File: src/rtl/slink_apb_ini.sv
// S-Link APB initiator: turns tunnelled READ/WRITE request packets into single
// APB master transfers and returns the matching response packet.
module slink_apb_ini #(
  parameter logic [7:0]  APB_READ_DT      = 8'h24,
  parameter logic [7:0]  APB_READ_RSP_DT  = 8'h25,
  parameter logic [7:0]  APB_WRITE_DT     = 8'h26,
  parameter logic [7:0]  APB_WRITE_RSP_DT = 8'h27,
  parameter int unsigned TIMEOUT_CYCLES   = 256
) (
  input  logic        apb_clk,
  input  logic        apb_reset_n,
  input  logic        enable,
  input  logic        l2a_valid,
  input  logic [87:0] l2a_data,
  output logic        l2a_accept,
  output logic        a2l_valid,
  output logic [56:0] a2l_data,
  input  logic        a2l_ready,
  output logic [31:0] apb_paddr,
  output logic        apb_pwrite,
  output logic        apb_psel,
  output logic        apb_penable,
  output logic [31:0] apb_pwdata,
  output logic [3:0]  apb_pstrb,
  output logic [2:0]  apb_pprot,
  input  logic [31:0] apb_prdata,
  input  logic        apb_pready,
  input  logic        apb_pslverr,
  output logic        invalid_req_pkt,
  output logic        apb_timeout
);

  typedef enum logic [1:0] {IDLE, SETUP, ACCESS, RESP} state_e;

  localparam int CW = (TIMEOUT_CYCLES > 1) ? $clog2(TIMEOUT_CYCLES) : 1;
  localparam logic [CW-1:0] TMO_LAST =
    CW'((TIMEOUT_CYCLES == 0) ? 0 : TIMEOUT_CYCLES - 1);

  state_e        state_q;
  logic [1:0]    en_sync_q;
  logic [CW-1:0] tmo_cnt_q;
  logic [31:0]   paddr_q;
  logic [31:0]   pwdata_q;
  logic [3:0]    pstrb_q;
  logic          pwrite_q;
  logic          psel_q;
  logic          penable_q;
  logic          a2l_valid_q;
  logic [56:0]   rsp_q;
  logic          invalid_q;
  logic          timeout_q;

  logic          enable_sync;
  logic [7:0]    req_dt;
  logic          req_rd;
  logic          req_wr;
  logic          tmo_hit;
  logic          unused_wc;

  assign enable_sync = en_sync_q[1];
  assign req_dt      = l2a_data[7:0];
  assign req_rd      = (req_dt == APB_READ_DT);
  assign req_wr      = (req_dt == APB_WRITE_DT);
  assign unused_wc   = ^l2a_data[23:8];
  assign tmo_hit     = (TIMEOUT_CYCLES != 0) && (tmo_cnt_q == TMO_LAST);
  assign l2a_accept  = (state_q == IDLE) && enable_sync && l2a_valid;

  // Write responses carry only SLVERR at bit 24; read responses carry RDATA too.
  function automatic logic [56:0] rsp_pkt(input logic wr, input logic [31:0] rdata,
                                          input logic err);
    if (wr) rsp_pkt = {32'h0, err, 16'd1, APB_WRITE_RSP_DT};
    else    rsp_pkt = {err, rdata, 16'd5, APB_READ_RSP_DT};
  endfunction

  always_ff @(posedge apb_clk or negedge apb_reset_n) begin
    if (!apb_reset_n) begin
      en_sync_q   <= 2'b00;
      state_q     <= IDLE;
      tmo_cnt_q   <= '0;
      paddr_q     <= '0;
      pwdata_q    <= '0;
      pstrb_q     <= '0;
      pwrite_q    <= 1'b0;
      psel_q      <= 1'b0;
      penable_q   <= 1'b0;
      a2l_valid_q <= 1'b0;
      rsp_q       <= '0;
      invalid_q   <= 1'b0;
      timeout_q   <= 1'b0;
    end else begin
      en_sync_q <= {en_sync_q[0], enable};
      invalid_q <= 1'b0;
      timeout_q <= 1'b0;
      case (state_q)
        IDLE: begin
          if (l2a_accept) begin
            if (req_rd || req_wr) begin
              paddr_q  <= l2a_data[55:24];
              pwrite_q <= req_wr;
              pwdata_q <= req_wr ? l2a_data[87:56] : 32'h0;
              pstrb_q  <= req_wr ? 4'hF : 4'h0;
              psel_q   <= 1'b1;
              state_q  <= SETUP;
            end else begin
              invalid_q <= 1'b1;
            end
          end
        end
        SETUP: begin
          penable_q <= 1'b1;
          tmo_cnt_q <= '0;
          state_q   <= ACCESS;
        end
        // pready wins over the timeout when both land in the same cycle.
        ACCESS: begin
          if (apb_pready) begin
            psel_q      <= 1'b0;
            penable_q   <= 1'b0;
            rsp_q       <= rsp_pkt(pwrite_q, pwrite_q ? 32'h0 : apb_prdata, apb_pslverr);
            a2l_valid_q <= 1'b1;
            state_q     <= RESP;
          end else if (tmo_hit) begin
            psel_q      <= 1'b0;
            penable_q   <= 1'b0;
            rsp_q       <= rsp_pkt(pwrite_q, 32'h0, 1'b1);
            a2l_valid_q <= 1'b1;
            timeout_q   <= 1'b1;
            state_q     <= RESP;
          end else begin
            tmo_cnt_q <= tmo_cnt_q + 1'b1;
          end
        end
        RESP: begin
          if (a2l_ready || !enable_sync) begin
            a2l_valid_q <= 1'b0;
            state_q     <= IDLE;
          end
        end
        default: state_q <= IDLE;
      endcase
    end
  end

  assign a2l_valid       = a2l_valid_q;
  assign a2l_data        = rsp_q;
  assign apb_paddr       = paddr_q;
  assign apb_pwrite      = pwrite_q;
  assign apb_psel        = psel_q;
  assign apb_penable     = penable_q;
  assign apb_pwdata      = pwdata_q;
  assign apb_pstrb       = pstrb_q;
  assign apb_pprot       = 3'b000;
  assign invalid_req_pkt = invalid_q;
  assign apb_timeout     = timeout_q;

endmodule
File: config.mk
export PLATFORM = sky130hd
export DESIGN_NAME = slink_apb_ini
export DESIGN_NICKNAME = d
export VERILOG_FILES = /design/src/rtl/slink_apb_ini.sv
export SDC_FILE = /design/constraint.sdc
export NUM_CORES = 1
export LEC_CHECK = 0
export ABC_AREA = 1
export CORE_MARGIN = 3
export CORE_UTILIZATION = 44
export DETAILED_ROUTE_END_ITERATION = 8
export PLACE_DENSITY = 0.87
export SLEW_MARGIN = 20
export SYNTH_ARGS = -nofsm -noshare
export SYNTH_HDL_FRONTEND = slang
export SYNTH_SLANG_ARGS = --single-unit
File: constraint.sdc
create_clock -name apb_clk -period 3.5 [get_ports apb_clk]
set_input_delay 0.7 -clock apb_clk [delete_from_list [all_inputs] [get_ports apb_clk]]
set_output_delay 0.7 -clock apb_clk [all_outputs]
set_load 0.03 [all_outputs]
==> results.cfg, run 1 <==
[yosys]
synth_area_leaders = dfrtp_1 (56%), nand2_1 (19%), o21ai_2 (4.2%)
yosys_warnings = 0
synthArstFlopShare_pct = 100.0
synthFlopType = dfrtp_1
netlist_area_um2 = 5239
yosysMostFrequentCell = nand2_1
ys_types = 27
syn_inst = 590
synth_top_area_share_pct = 56.36
synth-edff-count = 0
syn_area_per_cell_um2 = 8.879
ys_top_cells_by_count = nand2_1 (264), dfrtp_1 (118), nand3_1 (40), buf_4 (29), o21ai_2 (25)
yosysTopAreaCell = dfrtp_1
ys_seq_area_share_pct = 56.36
ys_seq_elements = 118

[finish]
finalNonFillerCells = 958
areaGrowthSynthToFinish_pct = 52.42
final_nets = 934
multi_input_area_um2 = 1848
diodes = 0
drive_gt1_share_pct = 8.589
fillers = 873
final_util_pct = 69.34
register_area_um2 = 2953

[die]
start_util_pct = 45.49
die_y_um = 115.1
num_io_pins = 262
die_width_um = 115.1
row_count = 39
design.die.area_um2 = 13250
design.core.area_um2 = 11520

[sta]
setup_viol = 0
final_max_slew_viol_count = 0
skew_ns = 0.004973
rsz0062_at_grt = no
fin_crit_sh_pct = 80.98
fmax_mhz = 352.8
finalSetupTns_ns = 0
slew_headroom_pct = 44.32
min_period_ns = 2.834
setup_ws_ns = 0.6656
hold_viol = 0
worst_slew_pin_slew_ns = 0.8352

[clock_network]
post_cts_buffers = 0
cts_hold_buf = 0
clock_sinks = 118
clkLatencyLatePin_ns = 0.41
clk_pin_slew_worst_paths_ns = 0.06
post_cts_resized = 0
root_buffer = clkbuf_16
cts_inserted_buffers = 17
h-tree-depth = 4
clk_path_buf_depth = 2
cts_tree = yes

[placed_design]
placedCellCount = 926
place_congestion = 0.8024
io_buffer_count = 224
dp_worst_setup_slack_ns = 0.7251
post-dp-hpwl_um = 9426

[worst_setup_path]
reg2regPathDepth = 8
r2r-start = tmo_cnt_q[0]$_DFFE_PN0P_
worstSetupEndpointType = output port
rrSetupSlack_ns = 1.49
cp-start-kind = flip-flop
cp.arrival_ns = 2.13
cp_max_fo = 6
reg2reg_to = a2l_data[34]$_DFFE_PN0P_
path_class = flip-flop to output port
required_ns = 2.80

[power_and_ir_drop]
totalPowerFinal_w = 0.004376
powerDensity_nw_per_um2 = 548.0
switching_share_pct = 29.57
power_frac_seq_pct = 35.4
clkPwrFrac_pct = 41.7
p_int_w = 0.003082
p_leak_nw = 3.831
ir_drop_mv = 0.3885
p_comb_share_pct = 22.9
switchingPower_w = 0.001294

[global_route]
grt_usage_pct = 20.84
grt_overflow = 0
antenna_found_initial = 0
grt_pass1_wl_um = 21450
grt_pass1_vias = 4189
grt_max_degree = 119

[route]
drt_iter0_markers = 338
drtPass1Iterations = 4
vias = 4573
post_drt_wl_per_cell_um = 14.66
routed_via_density = 4.773
drc = 0
wirelength_um = 14040
antenna_left = 0

[hold_path]
min-delay-path-class = primary input to async pin

[job]
maxCapViolCount = 0

[status]
outcome = completed
worst max path at each step:
stage,start,to,slack (ns),cells past startpoint
floorplan,state_q[0]$_DFFE_PN0P_,l2a_accept,1.74,4
global route,state_q[0]$_DFFE_PN0P_,l2a_accept,0.53,5
global placement,l2a_valid,l2a_accept,0.72,4
CTS,state_q[0]$_DFFE_PN0P_,l2a_accept,0.65,5
detailed placement,l2a_valid,l2a_accept,0.73,4
finish,state_q[0]$_DFFE_PN0P_,l2a_accept,0.67,5
cell families after synthesis:
kind of cell	share of synthesized area (%)
AOI/OAI and AO/OA	7.093
adders and majority gates	1.194
buffers and inverters	9.792
DFF	56.36
other	0.07158
and+or+nand+nor	25.48
placed cells by master (no fill, tap or decap), types with 2 or more instances in the layout:
master,instances
a21oi_1,4
buf_4,5
bufinv_16,4
clkbuf_16,17
clkdlybuf4s50_1,223
clkinv_2,4
clkinvlp_4,4
conb_1,21
dfrtp_1,118
ha_1,5
inv_1,23
nand2_1,264
nand2_2,3
nand3_1,40
nand4_1,2
nor2_1,17
nor3_1,2
o21ai_0,10
o21ai_1,9
o21ai_2,25
o21bai_1,3
worst max-delay path, cell delays in order (launching register included):
cell             delay, ns
dfrtp_1               0.40
inv_1                 0.11
ha_1                  0.28
nand3_2               0.16
inv_1                 0.10
clkdlybuf4s50_1       0.68
registers in the layout, summed over array words and instances, names as in the netlist, 2 cells and up:
register,count
apb_pwdata,32
a2l_data,36
state_q,2
apb_paddr,32
tmo_cnt_q,8
en_sync_q,2
area by class of cell:
| class | instances | share of cell area [%] |
|---|---|---|
| Tap cell | 143 | 2.241 |
| Timing Repair Buffer | 229 | 28.67 |
| Sequential cell | 118 | 36.98 |
| Inverter | 25 | 1.175 |
| Clock buffer | 19 | 5.547 |
| Multi-Input combinational cell | 411 | 23.14 |
| Clock inverter | 13 | 2.241 |
power groups by stage:
stage / Combinational (W) / Sequential [W] / Clock (W)
floorplan: 0.000467 / 0.00174 / 0
global route: 0.00110 / 0.00156 / 0.00192
finish: 0.00100 / 0.00155 / 0.00183
global placement: 0.000988 / 0.00157 / 0
detailed placement: 0.00100 / 0.00157 / 0
CTS: 0.00101 / 0.00155 / 0.00186
metrics by stage:
| stage | hold slack (ns) | area [µm²] |
|---|---|---|
| 5_1_grt | 0.3629 | 7985 |
| 2_1_floorplan | 0.3312 | 5314 |
| 3_5_place_dp | 0.3505 | 7363 |
| 3_3_place_gp | 0.3376 | 7363 |
| 6_report | 0.3261 | 7985 |
| 4_1_cts | 0.3627 | 7985 |
routing by layer:
metal	part of all wire, %	GRT usage [%]	vias to the layer above
met5	0	0	-
met4	3.8	11.19	0
met3	7.3	6.158	41
met2	50	33.53	190
met1	39	25.26	2117
li1	-	-	2225
(Power assumes the default switching activity.)
==> inputs of run 2 (changes only) <==
Settings changed: CORE_UTILIZATION 44 to 40, PLACE_DENSITY 0.87 to 0.8.
Clock period 3.5 ns to 2.8 ns, I/O delays scaled along.
==> run 2 against run 1 <==
Net effect:
- clock skew is essentially flat
- design area increased by 1.3%
- sequential share of layout area shrank 0.49 points
- combinational power up 28%
- die area is 9.5% higher
- utilization shrank 5.7 points
- total power grew 26%
- largest power group unchanged
- setup slack lost 0.17 ns
- via count is 1.5% lower
- non-clock buffer count up 5
- first-iteration DRC count shrank 8.6%
- sequential cell count stayed put
==> results.cfg, run 2 (synthesis results as in run 1) <==
[clock_network]
clock_sinks = 118
clk_path_buf_depth = 2
clk_pin_slew_worst_paths_ns = 0.05
h-tree-depth = 4
cts_tree = yes
cts_inserted_buffers = 17
clkLatencyLatePin_ns = 0.40
root_buffer = clkbuf_16

[sta]
min_period_ns = 2.305
slew_headroom_pct = 41.13
final_max_slew_viol_count = 0
fmax_mhz = 433.7
fin_crit_sh_pct = 82.34
finalSetupTns_ns = 0
setup_viol = 0
rsz0062_at_grt = no
worst_slew_pin_slew_ns = 0.8830
hold_viol = 0
skew_ns = 0.005044

[route]
wl_met2_um = 6742
drt-met1-wl_um = 5611
wirelength_um = 13690
post_drt_wl_per_cell_um = 13.80
antenna_left = 0
vias = 4503
routed_via_density = 4.539
drc = 0
topRoutingLayerUsed = met4
drt_iter0_markers = 309
drtPass1Iterations = 4
met3_length_um = 1026

[power_and_ir_drop]
p_int_w = 0.003924
switching_share_pct = 28.69
switchingPower_w = 0.001579
power_frac_seq_pct = 35.3
p_comb_share_pct = 23.2
clkPwrFrac_pct = 41.4
p_leak_nw = 3.891
ir_drop_mv = 0.4310
powerDensity_nw_per_um2 = 680.0

[worst_setup_path]
path_class = flip-flop to flip-flop
cp_max_fo = 64
cp-start-kind = flip-flop
rrSetupSlack_ns = 0.49
worstSetupEndpointType = flip-flop
required_ns = 3.09
cp.arrival_ns = 2.59

[die]
design.die.area_um2 = 14510
start_util_pct = 41.18
row_count = 41
die_y_um = 120.4
die_width_um = 120.4
design.core.area_um2 = 12720
num_io_pins = 262

[finish]
mostFrequentLayoutCells = nand2_1 (264), clkdlybuf4s50_1 (222), dfrtp_1 (118), nand3_1 (40), o21ai_2 (25)
largest_reg_flops = 36
drive_gt1_share_pct = 8.902
diodes = 0
final_common_cell = nand2_1
fin_area_um2 = 8092
areaGrowthSynthToFinish_pct = 54.45
final_nets = 939

[global_route]
grt_usage_pct = 19.06
grt_overflow = 0
grt_pass1_vias = 4225
antenna_found_initial = 0
grt_max_degree = 67
grt_pass1_wl_um = 21650

[job]
maxCapViolCount = 0

[hold_path]
min-delay-path-class = primary input to async pin

[placed_design]
dpl-instance-area_um2 = 7462
io_buffer_count = 224
place_congestion = 0.7797
post-dp-hpwl_um = 9744

[status]
outcome = completed
[run 2: cell types whose count changed in the layout (fill, tap and decap cells not counted), sizes merged]
cell           delta
clkinv            +1
inv               -2
dlymetal6s2s      +1
clkdlybuf4s50     -1
clkbuf            +4
clkinvlp          -3
buf               +5
[run 2: worst paths after layout]
| kind | start | endpoint | cells after the start |
|---|---|---|---|
| worst max-delay path | state_q[1]$_DFFE_PN0P_ | apb_pwdata[20]$_DFFE_PN0P_ | 7 |
| worst min-delay path | apb_reset_n | apb_paddr[30]$_DFFE_PN0P_ | 1 |
| worst max register to register | state_q[1]$_DFFE_PN0P_ | apb_pwdata[20]$_DFFE_PN0P_ | 7 |
| worst min register to register | en_sync_q[0]$_DFF_PN0_ | en_sync_q[1]$_DFF_PN0_ | 0 |
| max in group asynchronous | apb_reset_n | apb_pwdata[24]$_DFFE_PN0P_ | 2 |
| min in group apb_clk | en_sync_q[0]$_DFF_PN0_ | en_sync_q[1]$_DFF_PN0_ | 0 |
[run 2: metrics by stage]
| step | hold slack, ns | instances | setup WS [ns] | power (W) | util [%] |
|---|---|---|---|---|---|
| after floorplan | 0.2644 | 610 | 1.178 | 0.002755 | - |
| after global placement | 0.3356 | 960 | 0.2739 | 0.003231 | 58.65 |
| after detailed placement | 0.3389 | 960 | 0.2500 | 0.003263 | 58.65 |
| after CTS | 0.1436 | 992 | 0.09189 | 0.005575 | 63.57 |
| after global routing | 0.1613 | 992 | 0.2558 | 0.005784 | 63.60 |
| final | 0.1432 | 992 | 0.4945 | 0.005502 | 63.60 |
[run 2: final cells by class]
cell class                      instances  area (µm²)
Fill cell                            1095        4631
Clock buffer                           23       478.0
Tap cell                              172       215.2
Multi-Input combinational cell        411        1848
Inverter                               25       95.09
Timing Repair Buffer                  234        2355
Clock inverter                          9       147.6
Sequential cell                       118        2953
[run 2: layer usage]
layer,global-route usage (%),up-vias
met3,6.314,22
met2,31.02,158
met1,23.39,2091
met5,0,-
met4,7.720,0
li1,-,2232
[run 2: power groups by stage]
| stage | Clock (W) | Combinational, W | Sequential, W |
|---|---|---|---|
| after global routing | 0.00241 | 0.00141 | 0.00196 |
| after floorplan | 0 | 0.000583 | 0.00217 |
| after CTS | 0.00233 | 0.00130 | 0.00194 |
| after global placement | 0 | 0.00127 | 0.00196 |
| final | 0.00228 | 0.00128 | 0.00194 |
| after detailed placement | 0 | 0.00129 | 0.00197 |
[run 2: what timing repair did]
item,CTS,global route
endpoints found under the setup margin,0,1
hold buffers,0,0
buffers inserted,0,0
resized for setup,0,1
[run 2: critical path, cell delays in order (launching register included)]
cell      delay (ns)
dfrtp_1         0.40
inv_1           0.11
ha_1            0.26
nand3_2         0.16
nor2_4          0.18
clkinv_2        0.69
nand2_1         0.29
nand2_1         0.08
==> inputs of run 3 (changes only) <==
Settings changed: CORE_UTILIZATION 40 to 37, PLACE_DENSITY 0.8 to 0.78.
Clock period 2.8 ns to 1.9 ns, I/O delays scaled along.
==> run 3 against run 2 <==
Net effect:
- via count rose by 0.67%
- register-to-register slack got worse by 0.24 ns
- routed wire length rose by 2.6%
- total power rose by 51%
- combinational power rose by 53%
- critical path type is now flip-flop to output port
- largest cell class unchanged
==> results.cfg, run 3 (synthesis results as in run 1) <==
[status]
outcome = completed

[job]
maxCapViolCount = 0

[clock_network]
root_buffer = clkbuf_16
h-tree-depth = 4
cts_tree = yes
cts_inserted_buffers = 17
clock_sinks = 118
clkLatencyLatePin_ns = 0.41
post_cts_buffers = 0
clk_pin_slew_worst_paths_ns = 0.05
clk_path_buf_depth = 2

[worst_setup_path]
path_class = flip-flop to output port
path_delay_family = buffers and inverters
rrSetupSlack_ns = 0.25
path_cells = clkdlybuf4s50_1
cp.arrival_ns = 1.47
required_ns = 1.52
cp-start-kind = flip-flop
reg2regPathDepth = 7
cp_slowest_cell = clkdlybuf4s50_1
cp_max_fo = 2
cp.buffers_inverters = 1
cpPeakStageDelay_ns = 0.72
path_depth = 1
worstSetupEndpointType = output port

[finish]
final_nets = 945
areaGrowthSynthToFinish_pct = 57.46
final_common_cell = nand2_1
diodes = 0
fin_area_um2 = 8249
largest_reg_flops = 36
mostFrequentLayoutCells = nand2_1 (264), clkdlybuf4s50_1 (210), dfrtp_1 (118), nand3_1 (40), o21ai_2 (25)
finalNonFillerCells = 1002
drive_gt1_share_pct = 10.29

[power_and_ir_drop]
powerDensity_nw_per_um2 = 1008
switching_share_pct = 29.16
ir_drop_mv = 0.5176
power_frac_seq_pct = 34.5
p_leak_nw = 3.952
switchingPower_w = 0.002425
p_comb_share_pct = 23.6
p_int_w = 0.005891
clkPwrFrac_pct = 42.0

[placed_design]
placedCellCount = 969
post-dp-hpwl_um = 9951
place_congestion = 0.8051
io_buffer_count = 224
dpl-instance-area_um2 = 7565

[global_route]
grt_overflow = 0
antenna_found_initial = 0
grt_max_degree = 65
top_usage_layer = met2
use_met1_pct = 23.47
use_met2_pct = 30.18
grt_usage_pct = 18.50
grt_pass1_vias = 4575
grtUsageMet3_pct = 5.458
grt_pass1_wl_um = 23430

[route]
antenna_left = 0
wirelength_um = 14050
drc = 0
routed_via_density = 4.524
post_drt_wl_per_cell_um = 14.02
drt_iter0_markers = 272
vias = 4533
drtPass1Iterations = 4

[die]
die_y_um = 125.0
die_width_um = 125.0
design.die.area_um2 = 15620
row_count = 42
num_io_pins = 262
design.core.area_um2 = 13560
start_util_pct = 38.64

[sta]
holdWs_ns = 0.3487
finalSetupTns_ns = 0
fmax_mhz = 542.0
skew_ns = 0.005119
fin_crit_sh_pct = 97.11
hold_viol = 0
rsz0062_at_grt = no
setup_viol = 0
min_period_ns = 1.845
final_max_slew_viol_count = 0

[hold_path]
hold_depth = 0
min-delay-path-class = flip-flop to flip-flop
-- run 3: changes by cell type in the layout (fill, tap and decap cells not counted), moves of 2 or more --
cell and delta:
clkdlybuf4s50_1 -12, dlygate4sd2_1 +7, buf_12 +5, dlymetal6s2s_1 +4, inv_2 +4, clkinvlp_4 +3
inv_1 -3, clkbuf_1 -2, clkbuf_8 -2, clkinv_2 -2
-- run 3: final cells by class --
type	count	area [µm²]
Fill cell	1179	5309
Sequential cell	118	2953
Timing Repair Buffer	240	2467
Multi-Input combinational cell	411	1868
Clock buffer	19	442.9
Tap cell	176	220.2
Clock inverter	13	203.9
Inverter	25	93.84
-- run 3: worst paths after layout --
kind,startpoint,endpoint
worst min register to register,en_sync_q[0]$_DFF_PN0_,en_sync_q[1]$_DFF_PN0_
worst min-delay path,en_sync_q[0]$_DFF_PN0_,en_sync_q[1]$_DFF_PN0_
worst max register to register,state_q[0]$_DFFE_PN0P_,tmo_cnt_q[6]$_DFFE_PN0P_
min in group asynchronous,apb_reset_n,apb_paddr[13]$_DFFE_PN0P_
worst max-delay path,a2l_data[1]$_DFFE_PN0P_,a2l_data[1]
max in group asynchronous,apb_reset_n,a2l_data[26]$_DFFE_PN0P_
-- run 3: metal layers --
layer  wire length (µm)  vias to the layer above
li1                   -                     2246
met1               6061                     2101
met2               6828                      165
met3                905                       21
met4                252                        0
met5                  0                        -
-- run 3: what timing repair did --
| action | in CTS | in global routing |
|---|---|---|
| hold buffers | 1 | 0 |
| setup endpoints to repair | 10 | 6 |
| resized for setup | 11 | 8 |
| pin swaps | 0 | 1 |
| endpoints found under the hold margin | 20 | 0 |
-- run 3: power by group through the flow --
stage / Clock [W] / Combinational [W] / Sequential (W)
finish: 0.00349 / 0.00196 / 0.00287
global route: 0.00367 / 0.00214 / 0.00290
CTS: 0.00357 / 0.00197 / 0.00287
detailed placement: 0 / 0.00193 / 0.00290
global placement: 0 / 0.00191 / 0.00289
floorplan: 0 / 0.000860 / 0.00320
-- run 3: stage by stage --
step | util, % | total power (W) | worst slack, ns
4_1_cts | 60.67 | 0.008404 | 0.0005261
2_1_floorplan | - | 0.004060 | 0.4225
6_report | 60.84 | 0.008316 | 0.05493
3_3_place_gp | 55.80 | 0.004797 | 0.08161
3_5_place_dp | 55.80 | 0.004830 | 0.08660
5_1_grt | 60.84 | 0.008711 | 0.003125
